[src/rtl/tracker_axis_sequencer.sv]
// ============================================================================
// Module  : tracker_axis_sequencer
// Brief   : Two-axis (theta/phi) solar tracker motor sequencer with settle,
//           reversal dead time, move timeout and phi wrap-around.
// Revision: 1.0
// ============================================================================
`default_nettype none

module tracker_axis_sequencer #(
  parameter int W              = 16,
  parameter int DEADBAND       = 5,
  parameter int HALF_TURN      = 180,
  parameter int FULL_TURN      = 360,
  parameter int SETTLE_CYCLES  = 4,
  parameter int REVERSE_GAP    = 2,
  parameter int TIMEOUT_CYCLES = 1000000
) (
  input  logic         clk,
  input  logic         rst,
  input  logic         enable,
  input  logic [1:0]   mode,
  input  logic         clear_fault,
  input  logic [W-1:0] r_v1,
  input  logic [W-1:0] r_v2,
  input  logic [W-1:0] r_h1,
  input  logic [W-1:0] r_h2,
  input  logic [W-1:0] theta_target,
  input  logic [W-1:0] theta_actual,
  input  logic [W-1:0] phi_target,
  input  logic [W-1:0] phi_actual,
  output logic         theta_pos,
  output logic         theta_neg,
  output logic         phi_pos,
  output logic         phi_neg,
  output logic         active_axis,
  output logic         aligned,
  output logic         timeout_err,
  output logic [2:0]   state
);

  typedef enum logic [2:0] {
    S_IDLE     = 3'd0,
    S_MOVE_A   = 3'd1,
    S_SETTLE_A = 3'd2,
    S_MOVE_B   = 3'd3,
    S_SETTLE_B = 3'd4,
    S_ALIGNED  = 3'd5,
    S_GAP      = 3'd6,
    S_FAULT    = 3'd7
  } state_t;

  localparam int SW = $clog2(SETTLE_CYCLES + 2);
  localparam int GW = $clog2(REVERSE_GAP + 2);
  localparam int TW = $clog2(TIMEOUT_CYCLES + 2);

  localparam logic [W:0]    DB       = (W+1)'(DEADBAND);
  localparam logic [W:0]    HT       = (W+1)'(HALF_TURN);
  localparam logic [W:0]    FT       = (W+1)'(FULL_TURN);
  localparam logic [SW-1:0] SETTLE_N = SW'(SETTLE_CYCLES);
  localparam logic [GW-1:0] GAP_N    = GW'(REVERSE_GAP);
  localparam logic [TW-1:0] TO_LAST  = TW'(TIMEOUT_CYCLES - 1);

  state_t        st;
  logic [SW-1:0] settle_cnt;
  logic [GW-1:0] gap_cnt;
  logic [TW-1:0] to_cnt;
  logic          prev_manual;
  logic          last_valid;
  logic          last_neg;

  // Zero-extend both operands so the difference can never wrap.
  function automatic logic signed [W:0] diff(input logic [W-1:0] a, input logic [W-1:0] b);
    return $signed({1'b0, a}) - $signed({1'b0, b});
  endfunction

  function automatic logic [W:0] mag(input logic signed [W:0] e);
    logic [W:0] m;
    m = e[W] ? $unsigned(-e) : $unsigned(e);
    return m;
  endfunction

  logic              manual;
  logic              axis_a;
  logic              on_b;
  logic signed [W:0] theta_e;
  logic signed [W:0] phi_e;
  logic [W:0]        phi_m;
  logic [W:0]        phi_dist;
  logic              phi_wrap;
  logic              theta_in, theta_p, theta_n;
  logic              phi_in, phi_p, phi_n;
  logic              cur_in, cur_p, cur_n;
  logic              reverse;
  logic              gap_done;
  logic              timed_out;

  assign manual   = (mode == 2'b01);
  assign axis_a   = manual;
  assign on_b     = (active_axis != axis_a);

  assign theta_e  = manual ? diff(theta_actual, theta_target) : diff(r_v1, r_v2);
  assign theta_in = (mag(theta_e) <= DB);
  assign theta_p  = !theta_in && !theta_e[W];
  assign theta_n  = !theta_in && theta_e[W];

  // Manual phi takes the shorter way round when |d| exceeds half a turn.
  assign phi_e    = manual ? diff(phi_actual, phi_target) : diff(r_h1, r_h2);
  assign phi_m    = mag(phi_e);
  assign phi_wrap = manual && (phi_m > HT);
  assign phi_dist = phi_wrap ? (FT - phi_m) : phi_m;
  assign phi_in   = (phi_dist <= DB);
  assign phi_p    = !phi_in && (phi_e[W] == phi_wrap);
  assign phi_n    = !phi_in && (phi_e[W] != phi_wrap);

  assign cur_in    = active_axis ? phi_in : theta_in;
  assign cur_p     = active_axis ? phi_p  : theta_p;
  assign cur_n     = active_axis ? phi_n  : theta_n;
  assign reverse   = last_valid && (REVERSE_GAP > 0) && (last_neg ? cur_p : cur_n);
  assign gap_done  = (gap_cnt >= GAP_N);
  assign timed_out = (to_cnt >= TO_LAST);

  assign state = st;

  always_ff @(posedge clk or negedge rst) begin
    if (!rst) begin
      st          <= S_IDLE;
      theta_pos   <= 1'b0;
      theta_neg   <= 1'b0;
      phi_pos     <= 1'b0;
      phi_neg     <= 1'b0;
      active_axis <= 1'b0;
      aligned     <= 1'b0;
      timeout_err <= 1'b0;
      settle_cnt  <= '0;
      gap_cnt     <= '0;
      to_cnt      <= '0;
      prev_manual <= 1'b0;
      last_valid  <= 1'b0;
      last_neg    <= 1'b0;
    end else begin
      theta_pos   <= 1'b0;
      theta_neg   <= 1'b0;
      phi_pos     <= 1'b0;
      phi_neg     <= 1'b0;
      prev_manual <= manual;
      if (st == S_FAULT) begin
        if (clear_fault) begin
          st          <= S_IDLE;
          timeout_err <= 1'b0;
        end
      end else if (!enable) begin
        st         <= S_IDLE;
        aligned    <= 1'b0;
        settle_cnt <= '0;
        gap_cnt    <= '0;
        to_cnt     <= '0;
        last_valid <= 1'b0;
      end else if (manual != prev_manual) begin
        st          <= S_MOVE_A;
        active_axis <= manual;
        aligned     <= 1'b0;
        settle_cnt  <= '0;
        gap_cnt     <= '0;
        to_cnt      <= '0;
        last_valid  <= 1'b0;
      end else begin
        unique case (st)
          S_IDLE: begin
            st          <= S_MOVE_A;
            active_axis <= axis_a;
            to_cnt      <= '0;
            last_valid  <= 1'b0;
          end
          S_MOVE_A, S_MOVE_B, S_GAP: begin
            if (timed_out) begin
              st          <= S_FAULT;
              timeout_err <= 1'b1;
              last_valid  <= 1'b0;
            end else if (st == S_GAP && !gap_done) begin
              gap_cnt <= gap_cnt + 1'b1;
              to_cnt  <= to_cnt + 1'b1;
            end else if (cur_in) begin
              st         <= on_b ? S_SETTLE_B : S_SETTLE_A;
              settle_cnt <= SW'(1);
              last_valid <= 1'b0;
            end else if (reverse) begin
              st         <= S_GAP;
              gap_cnt    <= GW'(1);
              to_cnt     <= to_cnt + 1'b1;
              last_valid <= 1'b0;
            end else begin
              st         <= on_b ? S_MOVE_B : S_MOVE_A;
              last_valid <= 1'b1;
              last_neg   <= cur_n;
              to_cnt     <= to_cnt + 1'b1;
              if (active_axis) begin
                phi_pos <= cur_p;
                phi_neg <= cur_n;
              end else begin
                theta_pos <= cur_p;
                theta_neg <= cur_n;
              end
            end
          end
          S_SETTLE_A, S_SETTLE_B: begin
            if (!cur_in) begin
              st         <= on_b ? S_MOVE_B : S_MOVE_A;
              settle_cnt <= '0;
              to_cnt     <= '0;
            end else if (settle_cnt >= SETTLE_N) begin
              settle_cnt <= '0;
              to_cnt     <= '0;
              if (st == S_SETTLE_A) begin
                st          <= S_MOVE_B;
                active_axis <= !axis_a;
              end else begin
                st      <= S_ALIGNED;
                aligned <= 1'b1;
              end
            end else begin
              settle_cnt <= settle_cnt + 1'b1;
            end
          end
          S_ALIGNED: begin
            if (!theta_in || !phi_in) begin
              st          <= S_MOVE_A;
              aligned     <= 1'b0;
              active_axis <= axis_a;
              to_cnt      <= '0;
            end
          end
          default: st <= S_IDLE;
        endcase
      end
    end
  end

endmodule

`default_nettype wire

[config.mk]
export PLATFORM = sky130hd
export DESIGN_NAME = tracker_axis_sequencer
export DESIGN_NICKNAME = d
export VERILOG_FILES = /design/src/rtl/tracker_axis_sequencer.sv
export SDC_FILE = /design/constraint.sdc
export NUM_CORES = 1
export LEC_CHECK = 0
export ABC_CLOCK_PERIOD_IN_PS = 3100
export BUFFER_PORTS_ARGS = -buffer_cell sky130_fd_sc_hd__buf_2
export CORE_ASPECT_RATIO = 0.9
export CORE_MARGIN = 3
export CORE_UTILIZATION = 40
export CTS_BUF_LIST = sky130_fd_sc_hd__clkbuf_8 sky130_fd_sc_hd__clkbuf_16
export DETAILED_ROUTE_END_ITERATION = 10
export SLEW_MARGIN = 5
export SYNTH_ARGS = -nofsm -noshare
export SYNTH_HDL_FRONTEND = slang
export SYNTH_SLANG_ARGS = --single-unit
[constraint.sdc]
create_clock -name clk -period 3.1 [get_ports clk]
set_input_delay 0.62 -clock clk [delete_from_list [all_inputs] [get_ports clk]]
set_output_delay 0.62 -clock clk [all_outputs]
set_load 0.02 [all_outputs]
==> results by group <==
CTS
  • Clock transition at path regs: around 0.06 ns
  • Later-pin clock latency in the skew report: about 0.28 ns
  • Clock Path Buffers: 2
  • CTS tree: done
  • H-tree levels: 2
  • CTS Root Cell: clkbuf_16
  • CTS Buf Count: 5
  • Clock Sink Count: 38

Yosys
  • Synth Net Count: 1366
  • Avg Inst Size Synth: ~7.3 um^2
  • Synthesized flop and latch total: 38
  • EDFF count, synth: 0
  • Ys Warns: 0
  • Mapped cell area: roughly 0.0085 mm^2
  • Sequential-to-total area share from yosys stat: 11.19%
  • Yosys cell types: just under 100
  • Async SR Flop Fraction: 100.0%
  • Gate Count Post-Synth: ~1200
  • Top_reg_cell synth: dfrtp_1

Finish
  • Nets: 1836
  • Post-route cell area: 0.01347 mm^2
  • Share of cells above drive strength 1: ~43%
  • Fillers: between 1500 and 2000
  • Ant. Diodes: 0
  • Multi-input gate area: around 0.0079 mm^2
  • Syn-to-layout area delta: 58.55%
  • Storage cell area: 950.9 um^2
  • Post-route insts no fill: roughly 1900

Critical path
  • Crit-path slowest cell: a2111oi_2
  • Worst Setup Path Type: primary input to flip-flop
  • R2R Setup Slk: -0.04 ns
  • Startpoint Class: primary input
  • Worst path required time: about 3.3 ns
  • RR Endpoint: to_cnt[6]
  • Slowest cell delay on critical path: between 0.6 and 0.7 ns
  • Cells along the critical path: buf_2 > ha_1 > a21oi_1 > o21ai_0 > a21o_1 > a211o_1 > o21a_4 > buf_4 > nor4_1 > nor4_2 > a21oi_1 > nand2b_1 > buf_4 > a21oi_1 > a2111oi_2 > o311ai_4 > o41ai_4 > buf_4 > or3_1 > mux2_2
  • Crit path DAT: approximately 5.5 ns
  • Worst setup EP type: flip-flop
  • RR Startpoint: to_cnt[0]
  • Reg2reg path depth: 12
  • Critical Path Fanout Max: 7

Drt
  • Vias per std cell: 5.530
  • 1st-iter DRT viols: 729
  • Vias: ~11000
  • DRT Pass-1 Iters: 7
  • DR DRC count: 0
  • Post-route ant nets: 0
  • Avg WL per Cell: 15.24 um
  • Final WL: approximately 29000 um

Pwr
  • P_leak: around 6.5 nW
  • Power density cells: roughly 330 mW/mm^2
  • Max VDD drop: 0.1767 mV

Place
  • HPWL after DPL: roughly 22000 um
  • Placed cells: about 1900
  • Port-buffer cells: roughly 140
  • Routability cong.: roughly 0.91
  • Dpl cell area: roughly 0.012 mm^2

Outcome
  • Failing checks: negative setup slack
  • Outcome: finished with violations

Floorplan
  • Initial core utilization: between 40% and 50%
  • Die X: 159.6 um
  • I/O pin cnt: 144
  • Core Region: between 0.02 and 0.025 mm^2
  • Cell row count: between 40 and 50
  • Die Height: approximately 140 um
  • Die area: around 0.023 mm^2

Timing
  • Final Hold Fails: 0
  • Fin crit period: ~5.4 ns
  • Slew Limit Fails: 0
  • # setup viols final: 36
  • Hold_ws: 0.4480 ns
  • Tcrit/Tclk final: 172.6%
  • Worst slew pin tran: approximately 0.87 ns
  • RSZ-0062 raised after global routing: yes
  • Max Freq: between 150 and 200 MHz
  • Worst setup margin: -2.250 ns
  • Post-Route Setup TNS: -77.76 ns
  • Clock skew: 0.004615 ns
  • Slew HR: 41.69%

GRT
  • Grt total ovfl: 0
  • Total Routing Usage GR: a little under a quarter
  • Initial antenna violation count: 0
  • Vias in the first global route: 10070
  • Largest net degree at the start of global routing: 39
  • First-pass GRT wire length: 46130 um

Worst hold path
  • Hold Crit Class: primary input to asynchronous set/reset pin

Flow run
  • Max-Cap Viols: 0
## sequential cells by signal (all words and copies together), names as in the netlist
name / count
phi_neg: 1
aligned: 1
timeout_err: 1
theta_neg: 1
settle_cnt: 3
theta_pos: 1
state: 3
last_neg: 1
active_axis: 1
phi_pos: 1
last_valid: 1
prev_manual: 1
gap_cnt: 2
to_cnt: 20
## Yosys cell counts, drive strengths merged, types with 6 or more instances
cell      n  area (um^2)
inv     112        420.4
nor2     95        359.1
a21oi    85        429.2
nand2    84        315.3
ha       70        875.8
o21ai    62        310.3
nand3    39        200.2
dfrtp    38        950.9
nor3     35        196.4
xnor2    33        289.0
mux2i    32        332.8
and3     28        180.2
a21o     26        195.2
buf      23        122.6
o211ai   21        162.6
clkbuf   20        76.32
nand2b   20        132.6
o31ai    20        163.9
a211oi   19        147.6
o21a     18        135.1
o41ai    17        246.5
a31oi    15        100.1
xor2     15        131.4
a31o     13        113.9
nand3b   13        97.59
nor4b    13        156.4
and2     12        75.07
mux2     12        138.9
nor4     12        75.07
or2      12        75.07
nor2b    11        68.82
o31a     11        96.34
or3      10        62.56
a21boi    8        60.06
nand4     8        50.05
nor3b     8        60.06
a41oi     6        52.55
o211a     6        60.06
o22ai     6        50.04
## through the flow
stage | worst slack, ns | util [%] | power [mW]
finish | -2.250 | 66.00 | 4.496
global route | -2.402 | 66.00 | 4.806
CTS | -2.024 | 63.00 | 4.241
detailed placement | -2.710 | 58.06 | 3.347
global placement | -2.662 | 58.06 | 3.317
floorplan | -2.237 | - | 2.142
## worst max-delay path, delay by kind of cell
family                     cells  cell delay [ns]
AOI/OAI and AO/OA             10             2.68
and+or+nand+nor                4             0.96
muxes                          1             0.35
buffers and inverters          4             0.60
adders and majority gates      1             0.32
## placed cells by master, fill, tap and decap left out, drive strengths merged, types with 18 or more instances in the layout
master  instances
o21ai          62
nor3           35
xnor2          33
nand2          84
buf           504
o21a           18
a21o           26
a211oi         19
o31ai          20
inv           111
mux2i          32
dfrtp          38
nand3          39
and3           28
nand2b         20
ha             70
nor2           95
o211ai         21
a21oi          85
## area by class of cell
| cell class | instances | area share [%] |
|---|---|---|
| clock inverters | 3 | 0.5107 |
| clock buffers | 5 | 0.9286 |
| flip-flops and latches | 38 | 7.057 |
| repair buffers | 506 | 27.16 |
| well taps | 280 | 2.600 |
| inverters | 112 | 3.176 |
| multi-input cells | 965 | 58.57 |
## worst max path at each step
stage | startpoint | end | slack, ns | depth (start not counted)
2_1_floorplan | phi_actual[0] | to_cnt[0] | -2.24 | 21
3_3_place_gp | phi_actual[0] | state[2] | -2.66 | 22
3_5_place_dp | phi_actual[0] | state[1] | -2.71 | 22
4_1_cts | phi_actual[0] | state[1] | -2.02 | 22
5_1_grt | phi_actual[0] | state[1] | -2.40 | 25
6_report | r_h1[13] | last_neg | -2.25 | 20
## timing repair
action,CTS,global route
pin swaps,50,48
endpoints found under the setup margin,36,36
hold buffers,0,0
setup buffers,27,17
gates resized for setup,101,82
cloned,4,1
## cell families (layout without fill, tap and decap cells)
kind of cell | count (synthesis) | count (layout) | synth area share (%)
mux | 44 | 44 | 5.551
fa+ha+maj | 74 | 74 | 11.25
buf+inv | 155 | 626 | 7.288
flops | 38 | 38 | 11.19
compound gates | 380 | 380 | 32.61
xor+xnor | 50 | 50 | 5.477
simple gates | 417 | 417 | 26.63
## power by group
part | internal (mW) | total (mW) | switching, mW
logic | 1.64 | 3.27 | 1.64
registers | 0.515 | 0.543 | 0.0280
clock network | 0.463 | 0.680 | 0.218
total | 2.62 | 4.50 | 1.88
## layer usage
| metal | vias up | global-route usage [%] | routed length (um) |
|---|---|---|---|
| met1 | 4872 | 31.50 | 13400 |
| li1 | 5275 | - | - |
| met3 | 60 | 2.778 | 1630 |
| met5 | - | 0 | 0 |
| met4 | 0 | 3.869 | 434 |
| met2 | 350 | 40.27 | 13640 |
(Power assumes the default switching activity.)
